`src/rtl/seg_scan_ndigit.sv`:
```
// Multiplexed N-digit 7-segment driver for ASCII text, with a blank dead band per slot,
// double-buffered display data swapped at frame boundaries, and per-digit dp and blink.
module seg_scan_ndigit #(
  parameter int unsigned p_system_clk      = 100_000_000,
  parameter int unsigned p_digits          = 8,
  parameter int unsigned p_scan_hz         = 1000,
  parameter int unsigned p_blank_cycles    = 4,
  parameter int unsigned p_blink_hz        = 2,
  parameter int unsigned p_pos_active_high = 1,
  parameter int unsigned p_seg_active_high = 1
) (
  input  logic                    clk,
  input  logic                    rst,
  input  logic [8*p_digits-1:0]   i_data,
  input  logic [p_digits-1:0]     i_dp,
  input  logic [p_digits-1:0]     i_blink_mask,
  input  logic                    i_load,
  output logic [p_digits-1:0]     o_seg_pos,
  output logic [7:0]              o_seg,
  output logic                    o_frame_done
);

  localparam int unsigned S  = p_system_clk / p_scan_hz;
  localparam int unsigned B  = p_system_clk / (2 * p_blink_hz);
  localparam int unsigned SW = (S > 1) ? $clog2(S) : 1;
  localparam int unsigned BW = (B > 1) ? $clog2(B) : 1;
  localparam int unsigned DW = (p_digits > 1) ? $clog2(p_digits) : 1;

  localparam logic [p_digits-1:0] POS_OFF = (p_pos_active_high != 0) ? '0 : '1;
  localparam logic [7:0]          SEG_OFF = (p_seg_active_high != 0) ? '0 : '1;
  localparam logic [8*p_digits-1:0] ALL_SPACES = {p_digits{8'h20}};

  logic [SW-1:0]           slot_q, slot_d;
  logic [DW-1:0]           digit_q, digit_d;
  logic [BW-1:0]           blink_cnt_q, blink_cnt_d;
  logic                    blink_phase_q, blink_phase_d;

  logic [8*p_digits-1:0]   act_data_q, act_data_d;
  logic [p_digits-1:0]     act_dp_q, act_dp_d;
  logic [p_digits-1:0]     act_blink_q, act_blink_d;
  logic [8*p_digits-1:0]   pend_data_q, pend_data_d;
  logic [p_digits-1:0]     pend_dp_q, pend_dp_d;
  logic [p_digits-1:0]     pend_blink_q, pend_blink_d;
  logic                    pend_valid_q, pend_valid_d;

  logic [p_digits-1:0]     seg_pos_q, seg_pos_d;
  logic [7:0]              seg_q, seg_d;
  logic                    frame_done_q, frame_done_d;

  logic                    slot_wrap;
  logic                    last_digit;
  logic [7:0]              cur_char;
  logic [p_digits-1:0]     pos_act;
  logic [7:0]              seg_act;

  function automatic logic [6:0] decode(input logic [7:0] ch);
    logic [6:0] g;
    case (ch)
      8'h30: g = 7'h3F;
      8'h31: g = 7'h06;
      8'h32: g = 7'h5B;
      8'h33: g = 7'h4F;
      8'h34: g = 7'h66;
      8'h35: g = 7'h6D;
      8'h36: g = 7'h7D;
      8'h37: g = 7'h07;
      8'h38: g = 7'h7F;
      8'h39: g = 7'h6F;
      8'h41, 8'h61: g = 7'h77;
      8'h42, 8'h62: g = 7'h7C;
      8'h43, 8'h63: g = 7'h39;
      8'h44, 8'h64: g = 7'h5E;
      8'h45, 8'h65: g = 7'h79;
      8'h46, 8'h66: g = 7'h71;
      8'h2D: g = 7'h40;
      8'h5F: g = 7'h08;
      default: g = 7'h00;
    endcase
    return g;
  endfunction

  always_comb begin
    slot_d        = slot_q;
    digit_d       = digit_q;
    blink_cnt_d   = blink_cnt_q;
    blink_phase_d = blink_phase_q;
    act_data_d    = act_data_q;
    act_dp_d      = act_dp_q;
    act_blink_d   = act_blink_q;
    pend_data_d   = pend_data_q;
    pend_dp_d     = pend_dp_q;
    pend_blink_d  = pend_blink_q;
    pend_valid_d  = pend_valid_q;
    pos_act       = '0;
    seg_act       = '0;

    slot_wrap  = (slot_q == SW'(S - 1));
    last_digit = (digit_q == DW'(p_digits - 1));

    slot_d = slot_wrap ? '0 : slot_q + SW'(1);
    if (slot_wrap) begin
      digit_d = last_digit ? '0 : digit_q + DW'(1);
    end

    if (blink_cnt_q == BW'(B - 1)) begin
      blink_cnt_d   = '0;
      blink_phase_d = ~blink_phase_q;
    end else begin
      blink_cnt_d = blink_cnt_q + BW'(1);
    end

    if (i_load) begin
      pend_data_d  = i_data;
      pend_dp_d    = i_dp;
      pend_blink_d = i_blink_mask;
      pend_valid_d = 1'b1;
    end

    // The buffer swap is keyed to the registered o_frame_done cycle, so a load
    // coinciding with the visible pulse takes the bypass path into the new frame.
    if (frame_done_q) begin
      if (i_load) begin
        act_data_d   = i_data;
        act_dp_d     = i_dp;
        act_blink_d  = i_blink_mask;
        pend_valid_d = 1'b0;
      end else if (pend_valid_q) begin
        act_data_d   = pend_data_q;
        act_dp_d     = pend_dp_q;
        act_blink_d  = pend_blink_q;
        pend_valid_d = 1'b0;
      end
    end

    cur_char = act_data_q[{digit_q, 3'b000} +: 8];
    if (slot_q >= SW'(p_blank_cycles)) begin
      pos_act[digit_q] = 1'b1;
      if (!(blink_phase_q && act_blink_q[digit_q])) begin
        seg_act = {act_dp_q[digit_q], decode(cur_char)};
      end
    end

    seg_pos_d    = pos_act ^ POS_OFF;
    seg_d        = seg_act ^ SEG_OFF;
    frame_done_d = slot_wrap && last_digit;
  end

  always_ff @(posedge clk) begin
    if (rst) begin
      slot_q        <= '0;
      digit_q       <= '0;
      blink_cnt_q   <= '0;
      blink_phase_q <= 1'b0;
      act_data_q    <= ALL_SPACES;
      act_dp_q      <= '0;
      act_blink_q   <= '0;
      pend_data_q   <= ALL_SPACES;
      pend_dp_q     <= '0;
      pend_blink_q  <= '0;
      pend_valid_q  <= 1'b0;
      seg_pos_q     <= POS_OFF;
      seg_q         <= SEG_OFF;
      frame_done_q  <= 1'b0;
    end else begin
      slot_q        <= slot_d;
      digit_q       <= digit_d;
      blink_cnt_q   <= blink_cnt_d;
      blink_phase_q <= blink_phase_d;
      act_data_q    <= act_data_d;
      act_dp_q      <= act_dp_d;
      act_blink_q   <= act_blink_d;
      pend_data_q   <= pend_data_d;
      pend_dp_q     <= pend_dp_d;
      pend_blink_q  <= pend_blink_d;
      pend_valid_q  <= pend_valid_d;
      seg_pos_q     <= seg_pos_d;
      seg_q         <= seg_d;
      frame_done_q  <= frame_done_d;
    end
  end

  assign o_seg_pos    = seg_pos_q;
  assign o_seg        = seg_q;
  assign o_frame_done = frame_done_q;

endmodule

```
`config.mk`:
```
export PLATFORM = sky130hd
export DESIGN_NAME = seg_scan_ndigit
export DESIGN_NICKNAME = d
export VERILOG_FILES = /design/src/rtl/seg_scan_ndigit.sv
export SDC_FILE = /design/constraint.sdc
export NUM_CORES = 1
export LEC_CHECK = 0
export BUFFER_PORTS_ARGS = -buffer_cell sky130_fd_sc_hd__buf_4
export CELL_PAD_IN_SITES_DETAIL_PLACEMENT = 0
export CELL_PAD_IN_SITES_GLOBAL_PLACEMENT = 1
export CORE_ASPECT_RATIO = 0.9
export CORE_MARGIN = 1.5
export CORE_UTILIZATION = 51
export CTS_BUF_LIST = sky130_fd_sc_hd__clkbuf_2 sky130_fd_sc_hd__clkbuf_4 sky130_fd_sc_hd__clkbuf_8
export DETAILED_ROUTE_END_ITERATION = 10
export GPL_TIMING_DRIVEN = 0
export PLACE_DENSITY_LB_ADDON = 0.1
export REMOVE_ABC_BUFFERS = 1
export SLEW_MARGIN = 0
export SYNTH_ARGS = -nofsm -noshare
export SYNTH_HDL_FRONTEND = slang
export SYNTH_SLANG_ARGS = --single-unit
```
`constraint.sdc`:
```
create_clock -name clk -period 3.9 [get_ports clk]
set_input_delay 0.39 -clock clk [delete_from_list [all_inputs] [get_ports clk]]
set_output_delay 0.39 -clock clk [all_outputs]
set_load 0.005 [all_outputs]
```
==> results of run 1 <==
[power breakdown]
group	leakage, uW	switching [uW]	internal [uW]	total [uW]
registers	0.00182	15.9	2340	2360
logic	0.00188	125	117	242
clock network	0.000398	887	1170	2060
[metal layers]
layer  part of all wire (%)  GRT usage [%]  routed length (microns)
met5                      0              0                        0
met4                    1.8           7.20                      327
met3                    4.9           4.18                      889
met2                     43           30.3                     7740
met1                     51           27.8                     9220
[registers in the layout (all words and copies together), names as in the netlist, 3 cells and up]
register	count
act_blink_q	8
act_data_q	64
act_dp_q	8
blink_cnt_q	25
digit_q	3
o_seg	8
o_seg_pos	8
pend_blink_q	8
pend_data_q	64
pend_dp_q	8
slot_q	17
[layout by cell type (no fill, tap or decap), types with 7 or more instances in the layout]
cell	Yosys	final
dfxtp_1	224	221
nor2_1	217	217
buf_4	0	98
mux2i_1	92	92
a211oi_1	72	72
clkbuf_8	0	44
nand2_1	28	28
nand3_1	25	25
xnor2_1	20	20
clkbuf_4	0	16
xor2_1	15	15
nor3_1	14	14
nand4_1	14	14
mux4_2	13	13
inv_1	12	12
nand2b_1	12	12
mux2_2	11	11
a21oi_1	10	10
nor4_1	9	9
a211o_1	8	8
and3_1	7	7
[worst register-to-register path: stages, from the launching register on]
cell	delay [ps]
dfxtp_2	840
mux4_2	600
mux2_2	310
a21boi_4	310
nand2_2	180
o41ai_2	360
[worst paths after layout]
check | slack [ps] | startpoint | end | cells after the start
setup / recovery | 1190 | digit_q[0] | o_seg[1] | 5
hold / removal | 110 | i_data[53] | pend_data_q[53] | 3
setup reg to reg | 1190 | digit_q[0] | o_seg[1] | 5
hold reg to reg | 440 | blink_cnt_q[0] | blink_cnt_q[0] | 1
[cells by family after synthesis]
| logic type | synth area share (%) |
|---|---|
| muxes | 15.6 |
| DFF | 49.1 |
| and+or+nand+nor | 17.8 |
| buffers and inverters | 3.92 |
| AOI/OAI and AO/OA | 9.59 |
| xor gates and xnor gates | 3.36 |
| adders and majority gates | 0.685 |
[through the flow]
step / utilization (%) / instances
detailed placement: 56.9 / 1211
floorplan: - / 867
finish: 61.2 / 1274
CTS: 61.2 / 1274
global route: 61.2 / 1274
global placement: 56.2 / 1206
[cell type report]
type                    instances  area [sq um]
fillers                      1551          6810
flip-flops and latches        224          4490
multi-input cells             631          4290
repair buffers                104           870
clock buffers                  60           726
well taps                     240           300
inverters                      12          45.0
clock inverters                 3          17.5
==> results.cfg, run 1 <==
[power_and_ir_drop]
peakVddDrop_mv = 0.283
cellPowerDensity_mw_per_mm2 = 434
finalPower_uw = 4660
p_leak_uw = 0.00411

[setup_path]
path_cells = mux4_2 -> mux2_2 -> a21boi_4 -> nand2_2 -> o41ai_2
start_kind = flop
critPathTopFamily = multiplexers
cp.buffers_inverters = 0
critPathSlowestCell = dfxtp_2
cp.required_ps = 4310
end_kind = flop
crit_type = reg2reg
worstPathMaxFanout = 26
max_stage_delay_ps = 840
crit_arrival_ps = 3120

[cells_and_area]
insertedDiodeCount = 0
synthToLayoutAreaGrowth_pct = 17.7
final_area_sq_mm = 0.0107
fin_nets = 1099
drive_above_1_share_pct = 20.2

[logic_synthesis]
ys_ff_latch = 224
synth_commonest_cells = 224 x dfxtp_1, 217 x nor2_1, 92 x mux2i_1
syn_area_per_cell_sq_um = 9.79
synth_area_leaders = dfxtp_1 49%, mux2i_1 10%, nor2_1 8.9%
ys_types = 58
netlist_instances = 932
syn_area_sq_mm = 0.00913
synth_top_area_share_pct = 49.1
synthArstFlopShare_pct = 0
synth_top_cell_by_area = dfxtp_1
yosysMostFrequentCell = dfxtp_1
ys_warn_count = 0
synth_edf_count = 0
seq_area_frac_synth_pct = 49.1
synth_ff_type = dfxtp_1

[sta]
hold_viol = 0
finalSetupTns_ps = 0
finalSetupViolCount = 0
hold_ws_ps = 110
fin_worst_skew_ps = 22.0
rsz0062_at_grt = false
fmax_ghz = 0.369
min_period_over_period_pct = 69.5
slew_violations = 0
final.min_clock_period_ps = 2710
slew_headroom_pct = 7.58
worst_slack_ps = 1190
worst_pin_slew_ps = 1390

[clocking]
clkTransAtPathRegs_ps = 60
numCtsBuffers = 38
cts_hold_buf = 0
cts_tree = built
numClockSinks = 224
cts_setup_buffers = 0
root_buffer = clkbuf_8
htree_levels = 2
postCtsResizedCells = 0
cts_max_path_buffers = 3
clk_latency_ps = 530

[worst_hold_path]
hold_class = in2reg

[detailed_routing]
vias_per_cell = 5.19
drc = 0
antenna_left = 0
via_count = 6607
routedWlPerCell_microns = 14.3
drt_iter0_drc = 253
first_pass_iters = 4
routed_wl_microns = 18200

[global_routing]
grt_first_pass_wirelength_microns = 30000
overflow = 0
grt_pass1_vias = 6125
grt.total_usage_pct = 19.9
antenna_found_initial = 0
grt_start_max_net_pins = 98

[placed_design]
portBuffers = 99
dp_hpwl_microns = 11500
postPlaceCellArea_sq_mm = 0.0100
pre_cts_ws_ps = 643
gp_congestion = 0.805

[job]
maxCapViolCount = 0

[floorplan]
dieArea_sq_mm = 0.0187
dieWidth_microns = 144
fp.dieH_microns = 130
ios = 100
core-area_sq_mm = 0.0176
start_util_pct = 52.0
num_rows = 46

[run_status]
status = complete, no violations
Power figures use the tool's default switching activity.
==> run 2: changes to the inputs <==
- ABC_AREA: default -> 1
- CORE_UTILIZATION: 51 -> 41
- clock period: 3.9 -> 2.35 ns (I/O delays scaled with it)
==> run 2 against run 1 <==
  * Final cell count rose by 33%
  * Critical path type unchanged
  * First-iteration DRC count rose by 22%
  * Sequential share of layout area fell by 4.4 points
  * Non-clock buffer count rose by 80
  * Critical path depth rose by 7
  * Final area rose by 12%
  * Largest power group unchanged
  * Maximum frequency rose by 27%
  * Clock skew fell by 8.5 ps
  * Core utilization fell by 7.8 points
  * Total power rose by 72%
==> results.cfg, run 2 <==
[sta]
hold_viol = 0
final.min_clock_period_ps = 2140
fmax_ghz = 0.467
worst_pin_slew_ps = 1010
finalSetupTns_ps = 0
rsz0062_at_grt = false
min_period_over_period_pct = 91.1
finalSetupViolCount = 0
slew_violations = 0
fin_worst_skew_ps = 13.5
slew_headroom_pct = 32.4

[run_status]
status = complete, no violations

[logic_synthesis]
ys_types = 34
synth_commonest_cells = 237 x nor2_1, 224 x dfxtp_1, 201 x nand2_1
synth_top_cell_by_area = dfxtp_1
synth_area_leaders = dfxtp_1 48%, nor2_1 9.5%, nand2_1 8.0%
yosysMostFrequentCell = nor2_1
synth_edf_count = 0
synth_ff_type = dfxtp_1
syn_area_sq_mm = 0.00941
netlist_instances = 1209
ys_warn_count = 0
syn_area_per_cell_sq_um = 7.78
seq_area_frac_synth_pct = 47.6
ys_ff_latch = 224
synthArstFlopShare_pct = 0
synth_top_area_share_pct = 47.6

[global_routing]
antenna_found_initial = 0
grt.total_usage_pct = 18.2
grtUsageMet3_pct = 3.30
grt_pass1_vias = 7582
grt_start_max_net_pins = 107
grt_busiest_layer = met2
grt_use_met1_pct = 23.8
grt_first_pass_wirelength_microns = 35700
gr-usage-met2_pct = 30.4
overflow = 0

[placed_design]
dp_hpwl_microns = 13100
postPlaceCellArea_sq_mm = 0.0103
gp_congestion = 0.826
dp.cells = 1551
portBuffers = 99

[power_and_ir_drop]
pwr-share-comb_pct = 6.4
power_frac_seq_pct = 48.9
p_leak_uw = 0.00513
p_int_uw = 6240
switching_power_uw = 1770
swShare_pct = 22.1
clock_power_share_pct = 44.7
cellPowerDensity_mw_per_mm2 = 667
peakVddDrop_mv = 0.463

[detailed_routing]
vias_per_cell = 4.68
routed_wl_microns = 21300
routedWlPerCell_microns = 12.6
first_pass_iters = 4
drt_iter0_drc = 309
antenna_left = 0
drc = 0
via_count = 7940

[clocking]
numClockSinks = 224
clk_latency_ps = 520
htree_levels = 2
root_buffer = clkbuf_8
numCtsBuffers = 39
cts_tree = built
clkTransAtPathRegs_ps = 50
cts_max_path_buffers = 3

[setup_path]
crit_type = reg2reg
cp.required_ps = 2780
max_stage_delay_ps = 360
end_kind = flop
start_kind = flop
path_cells = buf_12 -> inv_12 -> nand2_1 -> nand3_1 -> nand2_1 -> nor2_2 -> nand2_1 -> nor2_1 -> nand2_1 -> nand2_1 -> nor2_1 -> a21oi_1
crit_arrival_ps = 2570
critPathSlowestCell = dfxtp_2
regToRegSetupSlack_ps = 210
crit_top_cell = nand2_1
worstPathMaxFanout = 43

[job]
maxCapViolCount = 0

[floorplan]
dieArea_sq_mm = 0.0239
start_util_pct = 41.8
dieWidth_microns = 163
num_rows = 52
core-area_sq_mm = 0.0225
fp.dieH_microns = 147
ios = 100

[cells_and_area]
final_cell_mix = 236 x nor2_1, 222 x dfxtp_1, 199 x nand2_1
final_area_sq_mm = 0.0120
insertedDiodeCount = 0
reg_top3 = act_data_q x64, pend_data_q x64, blink_cnt_q x25
instances_no_fill = 1696
finish.utilization_pct = 53.4
synthToLayoutAreaGrowth_pct = 27.6
drive_above_1_share_pct = 14.3
fin_nets = 1465
final_common_cell = nor2_1

[worst_hold_path]
hold_class = in2reg
-- run 2: changes by cell type in the layout (fill, tap and decap cells not counted), sizes merged, moves of 21 or more --
cell,change
dlygate4sd3,+78
nand3,+37
nand2,+174
o21ai,+23
inv,+123
a21oi,+21
nor2,+29
mux2i,-23
-- run 2: layer usage --
layer  wire length [microns]  part of all wire [%]
met3                     680                   3.2
met4                     412                   1.9
met2                    9800                    46
met1                   10400                    49
met5                       0                     0
-- run 2: final cells by class --
| type | count | area (sq um) |
|---|---|---|
| Fill cell | 2262 | 10500 |
| Sequential cell | 224 | 4490 |
| Multi-Input combinational cell | 793 | 4170 |
| Timing Repair Buffer | 184 | 1670 |
| Clock buffer | 63 | 779 |
| Inverter | 135 | 527 |
| Tap cell | 297 | 372 |
-- run 2: worst paths after layout --
path                   start               to  depth (start not counted)
min          i_blink_mask[7]  pend_blink_q[7]                          3
min reg2reg   blink_cnt_q[0]   blink_cnt_q[0]                          1
max               digit_q[0]         o_seg[2]                         12
max reg2reg       digit_q[0]         o_seg[2]                         12
-- run 2: what timing repair did --
action | 4_1_cts | 5_1_grt
resized for setup | 4 | 8
pin swaps | 0 | 2
hold buffers | 78 | 0
endpoints found under the hold margin | 78 | 0
endpoints found under the setup margin | 58 | 31
cloned | 0 | 0
buffers inserted | 0 | 4
-- run 2: cells by family (layout without fill, tap and decap cells) --
kind of cell             Yosys count  in the layout  synth area share, %
buffers and inverters            192            382                 8.22
XOR/XNOR                          13             13                 1.21
AO/OA/AOI/OAI                    143            143                 9.73
adder cells (fa/ha/maj)            5              5                0.665
flip-flops                       224            224                 47.6
multiplexers                      72             72                 7.66
AND/OR/NAND/NOR                  560            560                 24.9
-- run 2: through the flow --
stage / hold WS (ps) / worst slack, ps / power (uW)
4_1_cts: 3.03 / 24.5 / 8110
5_1_grt: 12.8 / 7.56 / 8330
3_3_place_gp: 430 / -1640 / 4410
6_report: 27.9 / 210 / 8000
2_1_floorplan: 307 / -108 / 4170
3_5_place_dp: 442 / -651 / 4410
-- run 2: power groups by stage --
stage	Clock (uW)	Sequential (uW)	Combinational, uW
after detailed placement	0	4000	414
after global placement	0	4000	407
after global routing	3840	3920	566
final	3580	3920	511
after floorplan	0	3990	179
after CTS	3670	3920	515
-- run 2: worst max-delay path, delay by kind of cell, from the launching register on --
family / cells / cell delay [ps]
DFF: 1 / 360
and+or+nand+nor: 9 / 1140
buffers and inverters: 2 / 400
AOI/OAI and AO/OA: 1 / 140
==> run 3: changes to the inputs <==
- CORE_MARGIN: 1.5 -> 1
- GPL_ROUTABILITY_DRIVEN: default -> 0
- GPL_TIMING_DRIVEN: 0 -> 1
==> run 3 against run 2 <==
  * Hold slack got worse by 12 ps
  * Highest routed layer unchanged
  * Setup slack improved by 110 ps
  * Routed wire length grew 1.3%
  * Count of clock-buffer cells in the layout rose by 3
  * Register-to-register slack better by 110 ps
==> results.cfg, run 3 (synthesis gave the netlist of run 2 again) <==
[run_status]
status = complete, no violations

[detailed_routing]
via_count = 7930
routed_wl_microns = 21600
vias_per_cell = 4.64
antenna_left = 0
drc = 0
routedWlPerCell_microns = 12.6
first_pass_iters = 4
drt_iter0_drc = 291

[global_routing]
grt.total_usage_pct = 18.5
grt_start_max_net_pins = 139
grt_first_pass_wirelength_microns = 36200
grt_pass1_vias = 7622
overflow = 0
grt_busiest_layer = met2
antenna_found_initial = 0
gr-usage-met2_pct = 30.7
grt_use_met1_pct = 24.4
grtUsageMet3_pct = 3.51

[floorplan]
num_rows = 52
core-area_sq_mm = 0.0225
dieArea_sq_mm = 0.0236
ios = 100
start_util_pct = 41.8
dieWidth_microns = 162
fp.dieH_microns = 146

[job]
maxCapViolCount = 0

[cells_and_area]
insertedDiodeCount = 0
reg_top3 = act_data_q x64, pend_data_q x64, blink_cnt_q x25
synthToLayoutAreaGrowth_pct = 28.1
final_cell_mix = 237 x nor2_1, 223 x dfxtp_1, 201 x nand2_1
final_area_sq_mm = 0.0121
drive_above_1_share_pct = 15.1
final_common_cell = nor2_1
finish.utilization_pct = 53.6
fin_nets = 1471

[setup_path]
regToRegSetupSlack_ps = 320
r2r-end = o_seg[0]
r2r_start = digit_q[1]
startpoint = digit_q[1]
end_kind = flop
crit_type = reg2reg
rr_worst_depth = 14
cp.required_ps = 2810
worstPathMaxFanout = 12
start_kind = flop
max_stage_delay_ps = 470
path_cells = inv_2 -> nor2_4 -> nand3_1 -> nand2_1 -> inv_2 -> nand2_2 -> nand2_1 -> nor2_4 -> nand2_1 -> nand3_1 -> nor2_1 -> nand3_1 -> nand2_1 -> inv_1
critPathSlowestCell = dfxtp_1
crit_top_cell = nand2_1
crit_arrival_ps = 2490

[placed_design]
dp_hpwl_microns = 14300
portBuffers = 99
postPlaceCellArea_sq_mm = 0.0104

[clocking]
clkTransAtPathRegs_ps = 60
numCtsBuffers = 39
clk_latency_ps = 520
cts_max_path_buffers = 3
root_buffer = clkbuf_8
numClockSinks = 224
htree_levels = 2
cts_setup_buffers = 0
cts_tree = built

[worst_hold_path]
holdPathEnd = pend_data_q[2]
min_path_cells = 3
hold_start = i_data[2]
hold_class = in2reg

[sta]
hold_viol = 0
fin_worst_skew_ps = 13.9
finalSetupViolCount = 0
hold_ws_ps = 16.1
min_period_over_period_pct = 86.4
final.min_clock_period_ps = 2030
slew_violations = 0
rsz0062_at_grt = false
slew_headroom_pct = 57.1
fmax_ghz = 0.492
worst_pin_slew_ps = 644

[power_and_ir_drop]
peakVddDrop_mv = 0.479
p_leak_uw = 0.00519
cellPowerDensity_mw_per_mm2 = 685
-- run 3: changes by cell type in the layout (fill, tap and decap cells not counted), sizes merged --
cell         previous run  this run
buf                   106       115
clkinv                  0         3
clkbuf                 63        66
dlygate4sd3            78        75
bufinv                  0         1
-- run 3: stage by stage --
stage	instances	worst slack (ps)	setup TNS, ps	total power, uW
global placement	1564	282	0	4420
global route	1709	51.5	0	8610
detailed placement	1564	222	0	4430
floorplan	1152	-108	-545	4170
CTS	1708	201	0	8380
finish	1709	319	0	8260
-- run 3: how the worst max path moves through the flow --
stage	cells after the start	endpoint	slack [ps]
global route	12	slot_q[16]	50
CTS	14	o_seg[3]	200
floorplan	14	o_seg[3]	-110
detailed placement	14	o_seg[3]	220
finish	14	o_seg[0]	320
global placement	12	slot_q[16]	280
-- run 3: cell type report --
type                    count  area, sq um
well taps                 297          372
inverters                 135          512
flip-flops and latches    224         4490
clock inverters             4         45.0
fillers                  2260        10500
clock buffers              66          815
repair buffers            190         1660
multi-input cells         793         4160
-- run 3: what timing repair did --
action / 4_1_cts / 5_1_grt
endpoints found under the setup margin: 0 / 7
hold buffers: 74 / 1
resized for setup: 0 / 2
endpoints found under the hold margin: 74 / 1
-- run 3: routing by layer --
metal,vias to the layer above,routed length [microns],part of all wire [%]
met2,116,9830,46
met5,-,0,0
met4,0,357,1.7
li1,4274,-,-
met3,31,719,3.3
met1,3509,10700,49
-- run 3: critical path, delay by kind of cell, from the launching register on --
kind / cells / cell delay [ps]
and+or+nand+nor: 11 / 1330
buffers and inverters: 3 / 170
DFF: 1 / 470
-- run 3: power by group --
group / internal, uW / switching, uW
clock network: 2280 / 1530
logic: 276 / 247
registers: 3890 / 25.9
total: 6450 / 1810
